--- config.mk ---
export PLATFORM = sky130hd
export DESIGN_NAME = boot_loader_flat
export DESIGN_NICKNAME = d
export VERILOG_FILES = /design/src/rtl/boot_loader_if.sv /design/src/rtl/boot_loader.sv /design/src/flat_wrapper.sv
export SDC_FILE = /design/constraint.sdc
export NUM_CORES = 1
export LEC_CHECK = 0
export CORE_ASPECT_RATIO = 1.2
export CORE_MARGIN = 2
export CORE_UTILIZATION = 40
export CTS_BUF_LIST = sky130_fd_sc_hd__clkbuf_8 sky130_fd_sc_hd__clkbuf_16
export CTS_CLUSTER_DIAMETER = 50
export CTS_CLUSTER_SIZE = 12
export DETAILED_ROUTE_END_ITERATION = 10
export GPL_ROUTABILITY_DRIVEN = 0
export PLACE_DENSITY = 0.63
export SLEW_MARGIN = 40
export SYNTH_ARGS = -nofsm -noshare
export SYNTH_HDL_FRONTEND = slang
export SYNTH_SLANG_ARGS = --single-unit
--- constraint.sdc ---
create_clock -name clk -period 3.3 [get_ports clk]
set_input_delay 0.495 -clock clk [delete_from_list [all_inputs] [get_ports clk]]
set_output_delay 0.495 -clock clk [all_outputs]
set_load 0.02 [all_outputs]
--- src/rtl/boot_loader_if.sv ---
// Byte-stream intake and program-memory write bus of the boot loader.
// No latency of its own; pure wiring bundle.
// Byte source backpressure via rx_valid/rx_ready; memory side has no backpressure.
interface boot_loader_if;
  logic [7:0]  rx_data;
  logic        rx_valid;
  logic        rx_ready;
  logic        mem_we;
  logic [15:0] mem_ad;
  logic [7:0]  mem_din;

  // Loader side: consumes bytes, drives the program memory write port.
  modport slave (
    input  rx_data,
    input  rx_valid,
    output rx_ready,
    output mem_we,
    output mem_ad,
    output mem_din
  );

  // Environment side: byte source and program memory.
  modport master (
    output rx_data,
    output rx_valid,
    input  rx_ready,
    input  mem_we,
    input  mem_ad,
    input  mem_din
  );
endinterface

--- src/rtl/boot_loader.sv ---
// Boot loader: parses SYNC/addr/len/data/chk frames into program memory, then releases the CPU.
// Latency: each accepted data byte produces a one-cycle mem_we pulse on the following cycle.
// Backpressure: rx_ready is high only in frame-parsing states; bytes offered otherwise are not consumed.
module boot_loader #(
  parameter logic [7:0]  SYNC_BYTE      = 8'h55,
  parameter logic [23:0] TIMEOUT_CYCLES = 24'd2_000_000
) (
  input  logic          clk,
  input  logic          rst_n,
  input  logic          boot_mode,
  boot_loader_if.slave  bus,
  output logic          cpu_rst_n,
  output logic          done,
  output logic          err
);

  typedef enum logic [3:0] {
    S_RESET_CHK,
    S_SYNC,
    S_ADDR_LO,
    S_ADDR_HI,
    S_LEN_LO,
    S_LEN_HI,
    S_DATA,
    S_CHK,
    S_RUN,
    S_ERROR
  } state_t;

  state_t      state;
  state_t      state_nxt;
  logic        rx_ready;
  logic        accept;
  logic        tmo_active;
  logic [15:0] base;
  logic [15:0] len;
  logic [15:0] idx;
  logic [15:0] idx_inc;
  logic [7:0]  sum;
  logic [7:0]  sum_nxt;
  logic [23:0] tmo_cnt;
  logic        mem_we_q;
  logic [15:0] mem_ad_q;
  logic [7:0]  mem_din_q;

  assign idx_inc     = idx + 16'd1;
  assign sum_nxt     = sum + bus.rx_data;
  assign bus.rx_ready = rx_ready;
  assign bus.mem_we   = mem_we_q;
  assign bus.mem_ad   = mem_ad_q;
  assign bus.mem_din  = mem_din_q;

  // State register; reset always restarts at the boot-mode check.
  always_ff @(posedge clk) begin
    if (!rst_n) state <= S_RESET_CHK;
    else        state <= state_nxt;
  end

  // Next-state, ready and timeout qualification; an acceptance beats an expiring timeout.
  always_comb begin
    state_nxt  = state;
    rx_ready   = 1'b0;
    tmo_active = 1'b0;
    case (state)
      S_SYNC: rx_ready = 1'b1;
      S_ADDR_LO, S_ADDR_HI, S_LEN_LO, S_LEN_HI, S_DATA, S_CHK: begin
        rx_ready   = 1'b1;
        tmo_active = 1'b1;
      end
      default: ;
    endcase
    accept = rx_ready && bus.rx_valid;
    case (state)
      S_RESET_CHK: state_nxt = boot_mode ? S_SYNC : S_RUN;
      S_SYNC:      if (accept && bus.rx_data == SYNC_BYTE) state_nxt = S_ADDR_LO;
      S_ADDR_LO:   if (accept) state_nxt = S_ADDR_HI;
      S_ADDR_HI:   if (accept) state_nxt = S_LEN_LO;
      S_LEN_LO:    if (accept) state_nxt = S_LEN_HI;
      S_LEN_HI:    if (accept) state_nxt = ({bus.rx_data, len[7:0]} == 16'd0) ? S_CHK : S_DATA;
      S_DATA:      if (accept && idx_inc == len) state_nxt = S_CHK;
      S_CHK:       if (accept) state_nxt = (sum_nxt == 8'd0) ? S_RUN : S_ERROR;
      default: ;
    endcase
    if (tmo_active && !accept && tmo_cnt == TIMEOUT_CYCLES - 24'd1) state_nxt = S_ERROR;
  end

  // Frame datapath: header capture, running checksum, write strobes and status flags.
  always_ff @(posedge clk) begin
    if (!rst_n) begin
      base      <= 16'd0;
      len       <= 16'd0;
      idx       <= 16'd0;
      sum       <= 8'd0;
      tmo_cnt   <= 24'd0;
      mem_we_q  <= 1'b0;
      mem_ad_q  <= 16'd0;
      mem_din_q <= 8'd0;
      cpu_rst_n <= 1'b0;
      done      <= 1'b0;
      err       <= 1'b0;
    end else begin
      mem_we_q <= 1'b0;
      if (accept || !tmo_active) tmo_cnt <= 24'd0;
      else                       tmo_cnt <= tmo_cnt + 24'd1;
      if (accept) begin
        case (state)
          S_SYNC:    if (bus.rx_data == SYNC_BYTE) sum <= 8'd0;
          S_ADDR_LO: begin base[7:0]  <= bus.rx_data; sum <= sum_nxt; end
          S_ADDR_HI: begin base[15:8] <= bus.rx_data; sum <= sum_nxt; end
          S_LEN_LO:  begin len[7:0]   <= bus.rx_data; sum <= sum_nxt; end
          S_LEN_HI:  begin
            len[15:8] <= bus.rx_data;
            sum       <= sum_nxt;
            idx       <= 16'd0;
          end
          S_DATA: begin
            mem_we_q  <= 1'b1;
            mem_ad_q  <= base + idx;
            mem_din_q <= bus.rx_data;
            idx       <= idx_inc;
            sum       <= sum_nxt;
          end
          default: ;
        endcase
      end
      cpu_rst_n <= (state == S_RUN);
      done      <= (state == S_RUN);
      err       <= err || (state_nxt == S_ERROR);
    end
  end

endmodule
--- src/flat_wrapper.sv ---
// flat-port wrapper written by rule: the top's interface ports become plain ports
module boot_loader_flat 
#(
  parameter logic [7:0]  SYNC_BYTE      = 8'h55,
  parameter logic [23:0] TIMEOUT_CYCLES = 24'd2_000_000
)
  (clk, rst_n, boot_mode, cpu_rst_n, done, err, bus_rx_data, bus_rx_valid, bus_rx_ready, bus_mem_we, bus_mem_ad, bus_mem_din);
  boot_loader_if bus_i ();
  input  logic clk;
  input  logic rst_n;
  input  logic boot_mode;
  output logic cpu_rst_n;
  output logic done;
  output logic err;
  input wire logic [$bits(bus_i.rx_data)-1:0] bus_rx_data;
  input wire logic [$bits(bus_i.rx_valid)-1:0] bus_rx_valid;
  output wire logic [$bits(bus_i.rx_ready)-1:0] bus_rx_ready;
  output wire logic [$bits(bus_i.mem_we)-1:0] bus_mem_we;
  output wire logic [$bits(bus_i.mem_ad)-1:0] bus_mem_ad;
  output wire logic [$bits(bus_i.mem_din)-1:0] bus_mem_din;
  assign bus_i.rx_data = bus_rx_data;
  assign bus_i.rx_valid = bus_rx_valid;
  assign bus_rx_ready = bus_i.rx_ready;
  assign bus_mem_we = bus_i.mem_we;
  assign bus_mem_ad = bus_i.mem_ad;
  assign bus_mem_din = bus_i.mem_din;
  boot_loader #(.SYNC_BYTE(SYNC_BYTE), .TIMEOUT_CYCLES(TIMEOUT_CYCLES)) u_core (.clk(clk), .rst_n(rst_n), .boot_mode(boot_mode), .bus(bus_i), .cpu_rst_n(cpu_rst_n), .done(done), .err(err));
endmodule
==> key figures, run 1 <==
CTS
  • Clock Latency Late Sink: 0.36 ns
  • # H-tree levels: 3
  • # hold bufs at CTS: 0
  • CTS buffer count: 9
  • Longest Clk Path Bufs: 2
  • Sink Count: 111
  • Clk slew on worst S/H paths: 0.07 ns
  • Clk root buf: clkbuf_16
  • CTS tree: yes

Place
  • Inst Count DP: 946
  • Dpl hpwl: 11,000 um
  • PortBufs: 40
  • Place WS: -0.199 ns

STA
  • Post-route setup slack: 0.199 ns
  • Slew HR: 50.3%
  • Final min period: 3.10 ns
  • Clk_skew: 0.0105 ns
  • Setup-failing EPs final: 0
  • Pins Over Slew Limit: 0
  • RSZ-0062 raised after global routing: no
  • Hold WS: 0.455 ns
  • Final worst-path cycle share: 94.0%
  • Tightest Pin Transition: 0.743 ns
  • Final Hold Fails: 0
  • Max Freq: 322 MHz

Critical path
  • Startpoint types: input port
  • Critical Path AT: 3.34 ns
  • Crit Path Max Fanout: 2
  • Reg2reg path depth: 9
  • Req. time, crit path: 3.53 ns
  • Critical path endpoint category: flip-flop
  • Critical path class: input port to flip-flop

Route
  • Routed length per instance: 15.8 um
  • Number of vias per cell: 5.49
  • Drt first pass iters: 5
  • Vias: 5,280
  • Drt first-iter violations: 436
  • Drt drc: 0
  • Number of antenna-violating nets in the routed design: 0
  • DRT Wirelength: 15,200 um

Logic synthesis
  • Ys async rst share: 0%
  • Synth Instances: 728
  • Yosys warns: 0
  • Post-Syn Area: 0.00597 mm2
  • Sequential share of the synthesized area: 37.2%
  • Yosys cell types: 64
  • Syn Area/Cell: 8.20 um2
  • EDFF count, synth: 0
  • Syn Nets: 766
  • Yosys reg bits: 111
  • Synth Flop Type: dfxtp_1

Global route
  • Total Routing Usage GR: 20.0%
  • GRT overflow: 0
  • Vias in the first global route: 5,153
  • Largest net degree at the start of global routing: 52
  • Global-route wire length before repair: 25,100 um
  • Initial antenna violation count: 0

Floorplanning
  • Rows: 48
  • Core ar.: 0.0145 mm2
  • Initial Utilization: 41.2%
  • Die Area: 0.0159 mm2
  • Die Y: 138 um
  • Die width: 116 um
  • Top Ports: 41

Cells and area
  • Fillers: 1,429
  • Post-layout util: 47.8%
  • # nets final: 795
  • Fraction of layout cells with a size suffix above 1: 6.82%
  • Final Non-Filler Cells: 962
  • Area Growth Syn to Fin: 15.9%
  • Diodes inserted: 0

Flow run
  • Max-Cap Viols: 0

Power and ir drop
  • Leak pwr: 2.49 nW
  • Maximum vdd drop: 234 uV
  • Total power: 0.00263 W
  • Power Density: 380 mW/mm2

Min path
  • Worst Hold Depth: 2
  • Hold Crit Class: flip-flop to flip-flop

Outcome
  • Status: finished clean
[cell usage in the layout, fill, tap and decap left out, drive strengths merged, types with 3 or more instances in the layout]
cell / netlist / final
or2: 3 / 3
dfxtp: 111 / 111
o311ai: 3 / 3
nor2b: 5 / 5
nand2b: 8 / 8
clkdlybuf4s50: 0 / 40
xor2: 28 / 28
a22oi: 9 / 9
nand4: 12 / 12
nor2: 100 / 100
nor3: 20 / 20
ha: 24 / 24
or4: 8 / 8
nand2: 82 / 82
o21ai: 28 / 28
and2: 8 / 8
xnor2: 27 / 27
and3: 8 / 8
mux2i: 29 / 29
nor4b: 4 / 4
a311oi: 3 / 3
o211ai: 3 / 3
inv: 11 / 13
or3: 7 / 7
a21oi: 52 / 52
a31oi: 7 / 7
buf: 15 / 17
o21a: 3 / 3
nor4: 13 / 13
nand3: 37 / 37
clkbuf: 24 / 11
a211oi: 7 / 7
nand3b: 3 / 3
[cell usage after synthesis (2+ instances only)]
master | n | area share (%)
nand3b_1 | 3 | 0.38
buf_2 | 9 | 0.75
xor2_1 | 28 | 4.1
or3_1 | 7 | 0.73
buf_1 | 5 | 0.31
a211oi_1 | 6 | 0.75
o21a_1 | 3 | 0.38
nand4_1 | 12 | 1.3
and2_1 | 8 | 0.84
nor4_2 | 2 | 0.42
inv_1 | 11 | 0.69
a21oi_1 | 51 | 4.3
nor3_1 | 19 | 1.6
o21ai_0 | 26 | 2.2
clkbuf_1 | 23 | 1.4
a311oi_1 | 3 | 0.44
or4_1 | 8 | 1.0
or2_2 | 3 | 0.31
o211ai_1 | 3 | 0.38
dfxtp_1 | 111 | 37
nand2b_1 | 8 | 0.84
o31a_1 | 2 | 0.29
mux2i_1 | 29 | 4.9
nor4b_1 | 4 | 0.59
a22oi_1 | 9 | 1.1
fa_1 | 2 | 0.67
xnor2_1 | 26 | 3.8
o2111ai_1 | 2 | 0.29
o21ai_1 | 2 | 0.17
a21o_1 | 2 | 0.25
and3_1 | 8 | 0.84
nand3_2 | 2 | 0.34
nand3_1 | 35 | 2.9
ha_1 | 24 | 5.0
nor4_1 | 10 | 1.0
o311ai_0 | 3 | 0.44
a31oi_1 | 7 | 0.73
nor2_1 | 100 | 6.3
and4b_1 | 2 | 0.34
nand2_1 | 82 | 5.2
nor2b_1 | 5 | 0.52
[sequential cells by signal (all words and copies together), names as in the netlist]
register	count
u_core.bus.mem_we	1
u_core.tmo_cnt	24
u_core.len	16
u_core.cpu_rst_n	1
u_core.sum	8
u_core.state	4
u_core.bus.mem_din	8
u_core.base	16
u_core.idx	16
u_core.err	1
u_core.bus.mem_ad	16
[stage by stage]
stage	instance area, um2	setup TNS (ns)
2_1_floorplan	5970	0
3_3_place_gp	6600	-0.102
3_5_place_dp	6600	-0.249
4_1_cts	6910	0
5_1_grt	6920	0
6_report	6920	0
[per-layer routing]
metal	up-vias	GRT usage, %	part of all wire (%)
met1	2491	25.5	44
met5	-	0	0
met2	134	33.2	49
li1	2632	-	-
met3	23	3.56	4.9
met4	0	8.30	2.2
[worst paths after layout]
path	start	endpoint	slack, ns
setup / recovery	bus_rx_data[0]	u_core.err	0.20
hold / removal	u_core.bus.mem_ad[6]	u_core.bus.mem_ad[6]	0.45
setup reg to reg	u_core.idx[3]	u_core.bus.mem_ad[15]	0.42
hold reg to reg	u_core.bus.mem_ad[6]	u_core.bus.mem_ad[6]	0.45
[where the power goes]
part	switching (W)	leakage, nW	total [W]	internal [W]
combinational	0.0000824	1.45	0.000132	0.0000495
clock	0.000507	0.152	0.00114	0.000636
sequential	0.0000102	0.894	0.00135	0.00134
total	0.000600	2.49	0.00263	0.00203
[critical path, stage by stage]
cell and delay, ns:
clkdlybuf4s50_1 0.43, ha_1 0.24, fa_1 0.43, a211oi_2 0.30
o21ai_1 0.10, a21oi_1 0.19, xnor2_1 0.10, or4_1 0.43
nor3_2 0.16, nor3_1 0.08, o41a_1 0.38
[layout make-up]
cell class              instances  area, um2  share of cell area (%)
multi-input cells             566       3540                    51.2
well taps                     200        250                    3.62
clock buffers                  11        253                    3.65
clock inverters                 5       63.8                   0.922
flip-flops and latches        111       2220                    32.1
repair buffers                 57        541                    7.81
inverters                      12       45.0                   0.651
[what timing repair did]
action,in CTS,in global routing
gates resized for setup,0,1
setup endpoints to repair,0,1
setup buffers,0,0
endpoints found under the hold margin,0,0
[cell families after synthesis]
logic type               Yosys count  share of synthesized area, %
buffers and inverters             51                          3.48
adder cells (fa/ha/maj)           26                          5.70
XOR/XNOR                          55                          8.20
flip-flops                       111                          37.2
AND/OR/NAND/NOR                  324                          26.6
AO/OA/AOI/OAI                    132                          14.0
multiplexers                      29                          4.86
Power figures use the tool's default switching activity.
==> run 2, diff against run 1 <==
PLACE_DENSITY = 0.68   (was 0.63)
==> key figures, run 2 (synthesis results as in run 1) <==
Flow run
  • Max-Cap Viols: 0 (unchanged)

Global route
  • Total Routing Usage GR: 19.0% (-1.1 points)
  • Initial antenna violation count: 0 (unchanged)
  • GRT overflow: 0 (unchanged)
  • Global-route wire length before repair: 23,900 um (-4.6%)
  • Largest net degree at the start of global routing: 72 (+38%)
  • Vias in the first global route: 4,926 (-4.4%)

Route
  • Number of vias per cell: 5.43 (-1.0%)
  • WL met2: 7000 um (-5.4%)
  • Met1 WL: 6430 um (-5.1%)
  • WL met3: 531 um (-29%)
  • Drt drc: 0 (unchanged)
  • DRT Wirelength: 14,500 um (-5.1%)
  • Number of antenna-violating nets in the routed design: 0 (unchanged)
  • Routed length per instance: 15.0 um (-5.4%)
  • Vias: 5,243 (-0.70%)
  • Drt first-iter violations: 369 (-15%)
  • DR top layer: met4
  • Drt first pass iters: 5 (unchanged)

Critical path
  • Req. time, crit path: 3.53 ns (about the same)
  • Critical Path AT: 3.41 ns (+0.07 ns)
  • Crit Path Max Fanout: 2 (unchanged)
  • Critical path endpoint category: flip-flop
  • Startpoint types: input port
  • Critical path class: input port to flip-flop
  • Reg2reg path depth: 10 (+1)

Power and ir drop
  • Flop pwr share: 54.0% (+2.5 points)
  • Sw Share: 23.8% (+1.0 points)
  • Psw: 0.000598 W (-0.32%)
  • Maximum vdd drop: 220 uV (-5.8%)
  • Leak pwr: 2.50 nW (about the same)
  • Total power: 0.00251 W (-4.6%)
  • Power Density: 364 mW/mm2 (-4.3%)
  • Internal: 0.00191 W (-5.9%)
  • Combinational share of power: 5.2% (+0.2 points)
  • Clock power share: 40.8% (-2.7 points)

Floorplanning
  • Top Ports: 41 (unchanged)
  • Die width: 116 um (unchanged)
  • Rows: 48 (unchanged)
  • Initial Utilization: 41.2% (unchanged)
  • Core ar.: 0.0145 mm2 (unchanged)
  • Die Y: 138 um (unchanged)
  • Die Area: 0.0159 mm2 (unchanged)

STA
  • Pins Over Slew Limit: 0 (unchanged)
  • RSZ-0062 raised after global routing: no
  • Final min period: 3.18 ns (+0.0804 ns)
  • Max Freq: 314 MHz (-2.5%)
  • Clk_skew: 0.00633 ns (-0.00415 ns)
  • Final worst-path cycle share: 96.4% (+2.4 points)
  • Setup-failing EPs final: 0 (unchanged)
  • Tightest Pin Transition: 0.723 ns (-0.0201 ns)
  • Slew HR: 51.6% (+1.3 points)
  • Setup TNS: 0 ns (unchanged)
  • Post-route setup slack: 0.118 ns (-0.0804 ns)
  • Final Hold Fails: 0 (unchanged)

Min path
  • Hold Crit Class: flip-flop to flip-flop
  • Worst Hold Depth: 2 (unchanged)

Cells and area
  • Diodes inserted: 0 (unchanged)
  • # nets final: 798 (+0.38%)
  • Commonest non-fill, non-tap cell in the layout: dfxtp_1
  • Fraction of layout cells with a size suffix above 1: 6.93% (+0.10 points)
  • Most frequent cells in the layout: dfxtp_1, nor2_1, nand2_1
  • Design area: 0.00689 mm2 (-0.36%)
  • Largest reg by FF count: u_core.tmo_cnt
  • Largest register FFs: 24 (unchanged)
  • Area Growth Syn to Fin: 15.5%

CTS
  • # resized after CTS: 0 (unchanged)
  • Longest Clk Path Bufs: 2 (unchanged)
  • # H-tree levels: 3 (unchanged)
  • Setup bufs post-CTS: 0 (unchanged)
  • CTS tree: yes
  • Clk slew on worst S/H paths: 0.07 ns (about the same)
  • CTS buffer count: 9 (unchanged)
  • Clk root buf: clkbuf_16
  • # hold bufs at CTS: 0 (unchanged)
  • Clock Latency Late Sink: 0.35 ns (about the same)
  • Sink Count: 111 (unchanged)

Place
  • PortBufs: 40 (unchanged)
  • Dpl cell area: 0.00662 mm2 (+0.34%)
  • Place WS: -0.204 ns (-0.00511 ns)
  • Dpl hpwl: 10,400 um (-5.3%)

Outcome
  • Status: finished clean
## run 2: critical path, stage by stage
cell             delay (ns)
clkdlybuf4s50_1        0.45
ha_1                   0.26
fa_1                   0.43
a211oi_2               0.28
o21ai_1                0.11
a21oi_1                0.18
xnor2_1                0.11
or4_1                  0.40
nor3_1                 0.24
nor3_1                 0.09
o41a_1                 0.38
## run 2: layout make-up
cell class | instances | area (um2)
well taps | 200 | 250
flip-flops and latches | 111 | 2220
clock buffers | 9 | 225
clock inverters | 7 | 48.8
inverters | 12 | 45.0
repair buffers | 60 | 563
multi-input cells | 566 | 3540
fillers | 1426 | 7580
## run 2: layer usage
| metal | GRT usage (%) | up-vias |
|---|---|---|
| met2 | 32.7 | 111 |
| met1 | 23.0 | 2456 |
| met5 | 0 | - |
| met4 | 8.23 | 0 |
| met3 | 3.21 | 33 |
| li1 | - | 2643 |
## run 2: metrics by stage
stage          utilization [%]  hold WS [ns]  instances
6_report                  47.6         0.451        965
5_1_grt                   47.6         0.479        965
4_1_cts                   47.6         0.454        965
3_5_place_dp              45.7         0.444        949
3_3_place_gp              45.7         0.441        949
2_1_floorplan                -         0.426        728
## run 2: worst paths after layout
check,from,endpoint,slack (ns)
max,bus_rx_data[0],u_core.err,0.12
min,u_core.bus.mem_ad[8],u_core.bus.mem_ad[8],0.45
max reg2reg,u_core.sum[0],u_core.err,0.44
min reg2reg,u_core.bus.mem_ad[8],u_core.bus.mem_ad[8],0.45
## run 2: power groups by stage
| stage | Combinational, W | Sequential [W] | Clock (W) |
|---|---|---|---|
| 2_1_floorplan | 0.0000670 | 0.00138 | 0 |
| 6_report | 0.000130 | 0.00135 | 0.00102 |
| 5_1_grt | 0.000142 | 0.00135 | 0.00110 |
| 3_3_place_gp | 0.000129 | 0.00138 | 0 |
| 3_5_place_dp | 0.000129 | 0.00138 | 0 |
| 4_1_cts | 0.000130 | 0.00135 | 0.00105 |
